`config.mk`:
```
export PLATFORM = sky130hd
export DESIGN_NAME = cond_flag_unit
export DESIGN_NICKNAME = d
export VERILOG_FILES = /design/src/rtl/cond_flag_unit.sv
export SDC_FILE = /design/constraint.sdc
export NUM_CORES = 1
export LEC_CHECK = 0
export CORE_MARGIN = 10
export CORE_UTILIZATION = 51
export DETAILED_ROUTE_END_ITERATION = 12
export HOLD_SLACK_MARGIN = 0.15
export MAX_ROUTING_LAYER = met4
export PLACE_DENSITY_LB_ADDON = 0.08
export SLEW_MARGIN = 25
export SYNTH_ARGS = -nofsm -noshare
export SYNTH_HDL_FRONTEND = slang
export SYNTH_SLANG_ARGS = --single-unit
export TNS_END_PERCENT = 1
```
`constraint.sdc`:
```
create_clock -name clk -period 3.66 [get_ports clk]
set_input_delay 0.732 -clock clk [delete_from_list [all_inputs] [get_ports clk]]
set_output_delay 0.732 -clock clk [all_outputs]
set_load 0.05 [all_outputs]
```
`src/rtl/cond_flag_unit.sv`:
```
// Condition/flag stage: holds NZCV, evaluates the ARM condition field against it,
// gates PCSrc/RegWrite/MemWrite and registers the result as a one-deep pipeline stage.
module cond_flag_unit #(
  parameter int unsigned CNT_W     = 16,
  parameter logic [3:0]  FLAGS_RST = 4'b0000
) (
  input  logic             clk,
  input  logic             reset_n,
  input  logic             in_valid,
  output logic             in_ready,
  input  logic [3:0]       cond,
  input  logic [3:0]       ALU_Flags,
  input  logic [1:0]       FlagW,
  input  logic             PCS,
  input  logic             RegW,
  input  logic             MemW,
  input  logic             NoWrite,
  output logic             out_valid,
  input  logic             out_ready,
  output logic             PCSrc,
  output logic             RegWrite,
  output logic             MemWrite,
  output logic             cond_ex,
  output logic [3:0]       Flags,
  output logic [CNT_W-1:0] exec_count,
  output logic [CNT_W-1:0] skip_count
);

  // Handshake: a transfer happens on any edge where valid && ready. The held result
  // stays stable while out_valid && !out_ready; the stage refills in the same cycle
  // it drains, so out_ready=1 gives one instruction per clock.
  logic accept;
  logic pass;
  logic flag_n, flag_z, flag_c, flag_v;

  assign in_ready = ~out_valid | out_ready;
  assign accept   = in_valid & in_ready;
  assign {flag_n, flag_z, flag_c, flag_v} = Flags;

  // Evaluated on the stored flags, so an instruction never sees its own update.
  always_comb begin
    pass = 1'b1;
    case (cond)
      4'b0000: pass = flag_z;
      4'b0001: pass = ~flag_z;
      4'b0010: pass = flag_c;
      4'b0011: pass = ~flag_c;
      4'b0100: pass = flag_n;
      4'b0101: pass = ~flag_n;
      4'b0110: pass = flag_v;
      4'b0111: pass = ~flag_v;
      4'b1000: pass = flag_c & ~flag_z;
      4'b1001: pass = ~flag_c | flag_z;
      4'b1010: pass = (flag_n == flag_v);
      4'b1011: pass = (flag_n != flag_v);
      4'b1100: pass = ~flag_z & (flag_n == flag_v);
      4'b1101: pass = flag_z | (flag_n != flag_v);
      default: pass = 1'b1;
    endcase
  end

  always_ff @(posedge clk or negedge reset_n) begin
    if (!reset_n) begin
      Flags      <= FLAGS_RST;
      out_valid  <= 1'b0;
      PCSrc      <= 1'b0;
      RegWrite   <= 1'b0;
      MemWrite   <= 1'b0;
      cond_ex    <= 1'b0;
      exec_count <= '0;
      skip_count <= '0;
    end else if (accept) begin
      out_valid <= 1'b1;
      cond_ex   <= pass;
      PCSrc     <= PCS & pass;
      RegWrite  <= RegW & ~NoWrite & pass;
      MemWrite  <= MemW & pass;
      if (pass) begin
        if (FlagW[1]) Flags[3:2] <= ALU_Flags[3:2];
        if (FlagW[0]) Flags[1:0] <= ALU_Flags[1:0];
        if (exec_count != '1) exec_count <= exec_count + CNT_W'(1);
      end else begin
        if (skip_count != '1) skip_count <= skip_count + CNT_W'(1);
      end
    end else if (out_ready) begin
      out_valid <= 1'b0;
    end
  end

endmodule

```
==> qor.yml, run 1 <==
sta:
  period_share_pct: 79.6
  hold_viol: 0
  finClkSkew_ns: 0.00944
  drv_slew: 0
  setup_viol: 0
  post-route-min-period_ns: 2.91
  fmax_mhz: 343
  grt_setup_unrepaired: "no"
  tns_ns: 0
  worst_slew_pin_slew_ns: 0.906
  slew_headroom_pct: 39.6
die:
  die_w_um: 84.6
  core_um2: 4030
  start_util_pct: 52.8
  die-area_um2: 7160
  fp.dieH_um: 84.6
  row_count: 23
  pin_count: 60
global_route:
  grt_max_degree: 42
  grtUsageTotal_pct: 15.2
  grt_pass1_wl_um: 8900
  grt_antenna_before_repair: 0
  first_global_vias: 1763
  grt_overflow: 0
synthesis:
  synthDistinctLibCells: 36
  ys_seq_elements: 41
  yosys_warnings: 0
  yosys-top-cells-area: "dfrtp_1 (48%), xor2_1 (8.2%), xnor2_1 (4.9%), nand4_1 (4.4%), mux2_2 (3.7%)"
  synth_common_cells: "dfrtp_1 (41), xor2_1 (20), nand2_1 (15), nand4_1 (15), nand3_1 (14)"
  synthArstFlopShare_pct: 100
  synth_edf_count: 0
  dominantRegCellSynth: "dfrtp_1"
  syn_area_um2: 2130
  synth_nets: 227
  yosysSeqAreaShare_pct: 48.2
  syn_avg_cell_area_um2: 10.3
  synth_cells: 207
  yosysMostFrequentCell: "dfrtp_1"
  synth_top_area_share_pct: 48.2
  yosysTopAreaCell: "dfrtp_1"
drt:
  viasPerCell: 5.66
  wl_um: 5280
  vias: 1793
  dr.pass1.iters: 4
  wl_per_cell_um: 16.6
  drt_iter0_markers: 124
  drc: 0
  ant_nets: 0
clock_network:
  clock_sinks: 41
  root_buffer: "clkbuf_8"
  cts_resized: 0
  cts_buffers: 5
  clkLatencyLatePin_ns: 0.29
  h-tree-depth: 2
  path_clk_slew_ns: 0.08
  cts_tree: "done"
  cts_setup_buffers: 0
  cts_hold_buf: 0
  cts_buffer_depth: 2
finish:
  antenna-diode-count: 0
  syn_to_final_growth_pct: 32.8
  regArea_um2: 1030
  final_layout_size_suffix_gt1_share_pct: 7.12
  fillCellCount: 324
  fin_nets: 287
  multiInputGateArea_um2: 1020
  final_cells: 317
critical_path:
  path_cells: "clkdlybuf4s50_1 > a21oi_1 > or4b_1 > and4_1 > nor3_1 > mux2_2"
  worst-path-buf-inv: 1
  cp_max_fo: 13
  max_stage_delay_ns: 0.63
  start_kind: "input pin"
  critPathTopFamily: "simple AND/OR/NAND/NOR gates"
  required_ns: 3.84
  cp_data_arrival_time_ns: 3.09
  critPathSlowestCell: "clkdlybuf4s50_1"
  critical_path_class: "input pin to register"
  end_kind: "register"
min_path:
  hold_path.class: "register to register"
pwr:
  ir_drop_v: 0.000388
  p_leak_nw: 1.24
  p_per_area_nw_per_um2: 634
place:
  portBuffers: 59
  place.detailed.hpwl_um: 3840
  place_inst: 310
  gp_congestion: 0.824
run:
  cap_violations: 0
outcome:
  status: "finished, final reports clean"
cells in the final DEF, fill, tap and decap left out, drive strengths merged, types with 2 or more instances in the layout:
cell,n
nor4,5
a21oi,2
nand4,15
xnor2,12
nand2,15
mux2,7
inv,5
and4,6
xor2,20
nor3b,3
o21ai,6
and3,7
clkdlybuf4s50,58
ha,2
dfrtp,41
nor3,14
buf,4
clkbuf,7
nand3,14
mux2i,2
nor2,7
nand2b,2
or3,2
registers in the layout (all words and copies together) (netlist names):
signal and cells:
out_valid 1, MemWrite 1, RegWrite 1, exec_count 16, skip_count 16, Flags 4
cond_ex 1, PCSrc 1
final timing paths:
kind	start	endpoint	slack, ns	cells past startpoint
hold reg to reg	skip_count[8]	skip_count[8]	0.49	1
hold / removal	skip_count[8]	skip_count[8]	0.49	1
max in group asynchronous	reset_n	skip_count[10]	2.52	1
min in group asynchronous	reset_n	exec_count[9]	0.57	1
setup / recovery	cond[3]	exec_count[1]	0.75	6
setup reg to reg	Flags[3]	exec_count[1]	1.31	6
report_power, final:
part / switching (mW) / internal, mW / leakage (nW)
Combinational: 0.525 / 0.299 / 0.657
Clock: 0.150 / 0.150 / 0.0443
Sequential: 0.125 / 0.544 / 0.536
cell type report:
cell class,instances,area share (%)
well taps,50,2.21
clock buffers,7,3.05
flip-flops and latches,41,36.3
inverters,5,0.664
multi-input cells,152,36.3
repair buffers,62,21.5
layer usage:
layer | wire length [um] | track usage, % | vias up
met3 | 334 | 5.02 | 4
met1 | 2310 | 18.2 | 859
met4 | 36 | 3.89 | 0
met5 | 0 | - | -
met2 | 2600 | 24.2 | 68
li1 | - | - | 862
cells by family after synthesis:
| family | count (synthesis) | synth area share (%) |
|---|---|---|
| AND/OR/NAND/NOR | 97 | 25.9 |
| flip-flops | 41 | 48.2 |
| XOR/XNOR | 32 | 13.2 |
| buffers and inverters | 14 | 3.64 |
| AO/OA/AOI/OAI | 12 | 3.29 |
| multiplexers | 9 | 4.64 |
| adder cells (fa/ha/maj) | 2 | 1.18 |
metrics by stage:
stage,power (mW),cell area [um2],hold WS [ns],utilization [%],setup slack (ns)
global route,1.89,2830,0.514,70.2,0.594
finish,1.79,2830,0.488,70.2,0.748
detailed placement,1.51,2740,0.475,68.0,0.473
CTS,1.80,2830,0.491,70.2,0.758
floorplan,1.22,2130,0.436,-,1.12
global placement,1.49,2740,0.463,68.0,0.518
No activity file was read; power rests on OpenSTA's default activity.
==> run 2: changes to the inputs <==
- CORE_UTILIZATION: 51 -> 43
- clock period: 3.66 -> 2.4 ns (I/O delays scaled with it)
==> run 2 against run 1 <==
  * Die area rose by 14%
  * Clock power up 46%
  * Register-to-register slack got worse by 1.1 ns
  * First-iteration DRC count shrank 12%
  * Sequential cell count stayed put
  * Final cell count increased by 12%
  * Global-route usage is 1.0 points lower
  * Combinational power is 69% higher
  * Highest routed layer unchanged
==> qor.yml, run 2 (synthesized netlist as in run 1, its figures left out) <==
finish:
  final_cells: 356  # +12%
  antenna-diode-count: 0  # unchanged
  final_layout_size_suffix_gt1_share_pct: 16.3  # +9.1 points
  final_util_pct: 64.2  # -6.0 points
  syn_to_final_growth_pct: 43.4
  largest_registers: "exec_count x16, skip_count x16, Flags x4"
  final_common_cell: "clkdlybuf4s50_1"
  layout_common_cells: "clkdlybuf4s50_1 (53), dfrtp_1 (40), buf_4 (22), xor2_1 (20)"
  fillCellCount: 409  # +26%
  fin_nets: 308  # +7.3%
sta:
  setup_viol: 0  # unchanged
  fmax_mhz: 459
  tns_ns: 0  # unchanged
  period_share_pct: 90.8
  drv_slew: 0  # unchanged
  hold_viol: 0  # unchanged
  post-route-min-period_ns: 2.18
  worst_slew_pin_slew_ns: 0.668  # -0.237 ns
  finClkSkew_ns: 0.00690  # -0.00254 ns
  timing.final.ws_setup_ns: 0.221  # -0.527 ns
  grt_setup_unrepaired: "no"
  slew_headroom_pct: 55.2  # +16 points
critical_path:
  start_kind: "register"
  critical_path_class: "register to register"
  path_cells: "ha_1 > and4_1 > nand3_1 > o21ai_1 > nor2_1 > and4_1 > xor2_1"
  required_ns: 2.57  # -1.27 ns
  critPathSlowestCell: "o21ai_1"
  end_kind: "register"
  cp_data_arrival_time_ns: 2.35  # -0.74 ns
  cp_max_fo: 8  # -5
  cpMostUsedCell: "and4_1"
  max_stage_delay_ns: 0.57  # -0.06 ns
global_route:
  grt_overflow: 0  # unchanged
  grt_pass1_wl_um: 9470  # +6.3%
  grtUsageTotal_pct: 14.2  # -1.0 points
  grt_antenna_before_repair: 0  # unchanged
  grt_max_degree: 18  # -57%
  first_global_vias: 1958  # +11%
pwr:
  p_leak_nw: 1.39  # +12%
  p_per_area_nw_per_um2: 929  # +46%
  power_mw: 2.83  # +58%
  ir_drop_v: 0.000766  # +97%
clock_network:
  root_buffer: "clkbuf_8"
  cts_buffers: 5  # unchanged
  h-tree-depth: 2  # unchanged
  path_clk_slew_ns: 0.07  # about the same
  cts_tree: "done"
  cts_buffer_depth: 2  # unchanged
  clkLatencyLatePin_ns: 0.29  # about the same
  clock_sinks: 41  # unchanged
  cts_setup_buffers: 0  # unchanged
die:
  die-area_um2: 8160  # +14%
  start_util_pct: 44.8  # -8.1 points
  row_count: 25  # +8.7%
  die_w_um: 90.4  # +6.8%
  core_um2: 4750  # +18%
  fp.dieH_um: 90.4  # +6.8%
  pin_count: 60  # unchanged
drt:
  drt_iter0_markers: 109  # -12%
  dr.pass1.iters: 4  # unchanged
  vias: 1849  # +3.1%
  ant_nets: 0  # unchanged
  viasPerCell: 5.19  # -8.2%
  wl_per_cell_um: 15.5  # -6.7%
  wl_um: 5530  # +4.8%
  drc: 0  # unchanged
place:
  place_ws_ns: -0.297  # -0.770 ns
  place_inst: 347  # +12%
  place.detailed.hpwl_um: 4200  # +9.1%
  gp_congestion: 0.798  # -3.2%
  portBuffers: 59  # unchanged
run:
  cap_violations: 0  # unchanged
min_path:
  hold_path.class: "register to register"
outcome:
  status: "finished, final reports clean"
run 2: changes by cell type in the layout (fill, tap and decap cells not counted), sizes merged:
cell,change
buf,+21
dlymetal6s2s,+4
dlygate4sd3,+1
clkdlybuf4s50,-5
clkinv,+2
clkbuf,-1
run 2: final cells by class:
| cell class | count | area (um2) | area share [%] |
|---|---|---|---|
| multi-input cells | 152 | 1050 | 34.3 |
| flip-flops and latches | 41 | 1030 | 33.7 |
| repair buffers | 83 | 792 | 26.0 |
| clock inverters | 2 | 10.0 | 0.328 |
| inverters | 5 | 18.8 | 0.615 |
| well taps | 67 | 83.8 | 2.75 |
| clock buffers | 6 | 72.6 | 2.38 |
run 2: critical path: cells and delay by family (launching register included):
kind / cells / cell delay (ns)
compound gates: 1 / 0.57
xor+xnor: 1 / 0.14
fa+ha+maj: 1 / 0.19
flops: 1 / 0.41
simple gates: 4 / 0.76
run 2: timing repair:
action,CTS,global route
hold buffers,1,0
setup endpoints to repair,0,33
endpoints found under the hold margin,9,0
resized for setup,0,11
run 2: path summary, 6_finish.rpt:
check | from | endpoint | slack, ns | depth (start not counted)
setup / recovery | skip_count[1] | skip_count[7] | 0.22 | 7
hold / removal | MemWrite | MemWrite | 0.48 | 2
setup reg to reg | skip_count[1] | skip_count[7] | 0.22 | 7
hold reg to reg | MemWrite | MemWrite | 0.48 | 2
max in group asynchronous | reset_n | exec_count[2] | 1.28 | 3
min in group asynchronous | reset_n | Flags[2] | 0.60 | 2
run 2: metrics by stage:
| stage | hold slack (ns) | instance area [um2] |
|---|---|---|
| after floorplan | 0.184 | 2130 |
| after global placement | 0.364 | 2920 |
| after detailed placement | 0.371 | 2920 |
| after CTS | 0.491 | 3020 |
| after global routing | 0.509 | 3050 |
| final | 0.483 | 3050 |
run 2: metal layers:
layer | global-route usage [%] | vias to the layer above | part of all wire [%]
met3 | 3.33 | 2 | 4.4
li1 | - | 909 | -
met1 | 16.7 | 889 | 47
met2 | 23.7 | 49 | 48
met5 | - | - | 0
met4 | 3.98 | 0 | 0.45
run 2: power breakdown:
| part | switching, mW | total, mW | internal [mW] |
|---|---|---|---|
| Sequential | 0.175 | 1.01 | 0.832 |
| Clock | 0.236 | 0.437 | 0.202 |
| Combinational | 0.841 | 1.39 | 0.550 |
| Total | 1.25 | 2.83 | 1.58 |
==> run 3: changes to the inputs <==
- GPL_ROUTABILITY_DRIVEN: unset -> 0
==> results of run 3 <==
No change in the layout: final DEF, timing and power equal those of run 2.
==> RTL edit (flow settings as in run 2) <==
Register the output `exec_count` once more, cleared by the reset; this adds one clock of latency there. The other outputs are not delayed to match.
--- a/src/rtl/cond_flag_unit.sv
+++ b/src/rtl/cond_flag_unit.sv
@@ -25,6 +25,8 @@
   output logic [CNT_W-1:0] exec_count,
   output logic [CNT_W-1:0] skip_count
 );
+
+  logic [CNT_W-1:0] exec_count_s0;
 
   // Handshake: a transfer happens on any edge where valid && ready. The held result
   // stays stable while out_valid && !out_ready; the stage refills in the same cycle
@@ -67,7 +69,7 @@
       RegWrite   <= 1'b0;
       MemWrite   <= 1'b0;
       cond_ex    <= 1'b0;
-      exec_count <= '0;
+      exec_count_s0 <= '0;
       skip_count <= '0;
     end else if (accept) begin
       out_valid <= 1'b1;
@@ -78,7 +80,7 @@
       if (pass) begin
         if (FlagW[1]) Flags[3:2] <= ALU_Flags[3:2];
         if (FlagW[0]) Flags[1:0] <= ALU_Flags[1:0];
-        if (exec_count != '1) exec_count <= exec_count + CNT_W'(1);
+        if (exec_count_s0 != '1) exec_count_s0 <= exec_count_s0 + CNT_W'(1);
       end else begin
         if (skip_count != '1) skip_count <= skip_count + CNT_W'(1);
       end
@@ -87,5 +89,13 @@
     end
   end
 
+  always_ff @(posedge clk or negedge reset_n) begin
+    if (!reset_n) begin
+      exec_count <= '0;
+    end else begin
+      exec_count <= exec_count_s0;
+    end
+  end
+
 endmodule
 
Function: changed (Yosys sat finds a counterexample within 4 cycles, from zero or initial values and one cycle with reset_n low).
==> RTL edit against run 2 <==
Power increased by 32%; largest power group unchanged; critical path depth increased by 1; worst hold slack got worse by 67 ps; combinational power increased by 13%; cell area increased by 16%; sequential cell count increased by 16; setup slack got worse by 130 ps; area after synthesis increased by 21%; wire length increased by 5.5%; sequential share of layout area increased by 6.5 points; count of clock-buffer cells in the layout increased by 5; highest routed layer unchanged; synthesized cell count increased by 9.7%.
==> RTL edit: results (changes against run 2) <==
Outcome
  – Status: complete, no violations

CTS
  – CTS Hold Bufs: 1 (unchanged)
  – Maximum buffer depth of the clock tree: 2 (unchanged)
  – CTS root buffer: clkbuf_8
  – Total CTS buffers: 9 (+4)
  – CTS H-tree lvls: 3 (+1)
  – Latest clock arrival within the worst-skew pair: 330 ps (+40 ps)
  – Post_cts resized: 2 (+2)

STA
  – Worst-margin pin slew: 550 ps (-119 ps)
  – Clk_skew: 6.03 ps (-0.869 ps)
  – Fin crit period: 2310 ps (+131 ps)

Critical path
  – Critical Path Sink: skip_count[14]
  – Worst r2r src: Flags[3]
  – Critical path arrival: 2530 ps (+180 ps)
  – Worst Setup SP: cond[1]
  – R2R depth: 6 (-1)
  – Reg-to-reg endpoint: skip_count[14]
  – Crit-path max FO: 7 (-1)
  – Delay-heaviest family, CP: compound AO/OA/AOI/OAI gates
  – Slowest CP cell: or4_4

Placed design
  – Cell total after placement: 369 (+6.3%)
  – Setup WS pre-CTS: -400 ps (-103 ps)
  – Placed cell area: 3340 sq um (+14%)
  – Placer Congestion: 0.816 (+2.3%)
  – Post-DP HPWL: 4260 um (+1.5%)

GRT
  – Total GRT Usage: 13.0% (-1.2 points)
  – First-pass GRT wire length: 9880 um (+4.4%)
  – Largest net degree at the start of global routing: 32 (+14)
  – Vias in the first global route: 2027 (+3.5%)

Yosys
  – Synthesis Warnings: 0 (unchanged)
  – Area contributors post-synth: dfrtp_1, xnor2_1, xor2_1, nand2_1, nand3_1
  – Post-synthesis instance total: 227 (+9.7%)
  – Synth unique cells: 39 (+8.3%)
  – Commonest cells post-synth: dfrtp_1, nand2_1, xnor2_1
  – Sequential fraction of the synthesis area: 55.4% (+7.2 points)
  – Syn Nets: 247 (+8.8%)

Power and ir drop
  – VDD IR-drop max: 0.641 mV (-16%)
  – Pleak: 1.52 nW (+9.6%)

Finish
  – Layout cells sized above 1: 17.4% (+1.1 points)
  – Nets: 326 (+5.8%)
  – N_diodes: 0 (unchanged)
  – Largest registers: exec_count: 16 flops, exec_count_s0: 16 flops, skip_count: 16 flops

Min path
  – Hold endpoint: exec_count[9]
  – Min-Delay Startpoint: exec_count_s0[9]
  – Hold path cells: 0 (-2)

Drt
  – Wirelength per Cell: 15.1 um (-2.7%)
  – Initial DRC Count: 66 (-39%)
  – DR pass1 iterations: 4 (unchanged)
  – DRT Wirelength: 5840 um (+5.5%)
  – Vias per cell: 5.07 (-2.3%)
-- RTL edit: cell count changes in the layout (fill, tap and decap cells not counted), sizes merged, moves of 4 or more --
| cell | change |
|---|---|
| buf | -7 |
| and4 | -4 |
| xor2 | -6 |
| dfrtp | +16 |
| o21ai | -4 |
| nand2 | +10 |
| clkbuf | +5 |
| xnor2 | +8 |
-- RTL edit: where the power goes --
| part | leakage [nW] | total [mW] | switching, mW | internal (mW) |
|---|---|---|---|---|
| Sequential | 0.741 | 1.39 | 0.215 | 1.18 |
| Clock | 0.0911 | 0.795 | 0.371 | 0.424 |
| Combinational | 0.686 | 1.57 | 0.980 | 0.588 |
| Total | 1.52 | 3.75 | 1.57 | 2.19 |
-- RTL edit: area by class of cell --
cell class,instances,area [sq um]
repair buffers,76,727
well taps,75,93.8
clock buffers,11,151
multi-input cells,159,1110
inverters,3,11.3
fillers,525,2330
clock inverters,5,30.0
flip-flops and latches,57,1430
-- RTL edit: metrics by stage --
| stage | hold slack, ps | total power, mW |
|---|---|---|
| 2_1_floorplan | 184 | 2.41 |
| 3_3_place_gp | 397 | 2.97 |
| 3_5_place_dp | 402 | 2.98 |
| 4_1_cts | 417 | 3.80 |
| 5_1_grt | 434 | 3.97 |
| 6_report | 415 | 3.75 |
-- RTL edit: logic make-up after synthesis --
| family | share of synthesized area (%) |
|---|---|
| simple gates | 23.0 |
| flops | 55.4 |
| xor+xnor | 11.9 |
| compound gates | 3.55 |
| buf+inv | 2.23 |
| mux | 3.01 |
| fa+ha+maj | 0.971 |
-- RTL edit: layer usage --
metal,vias up,GRT usage [%],share of wire (%)
met1,951,15.0,44
met2,44,20.2,50
met4,0,3.69,0.69
li1,958,-,-
met5,-,-,0
met3,5,5.48,4.9
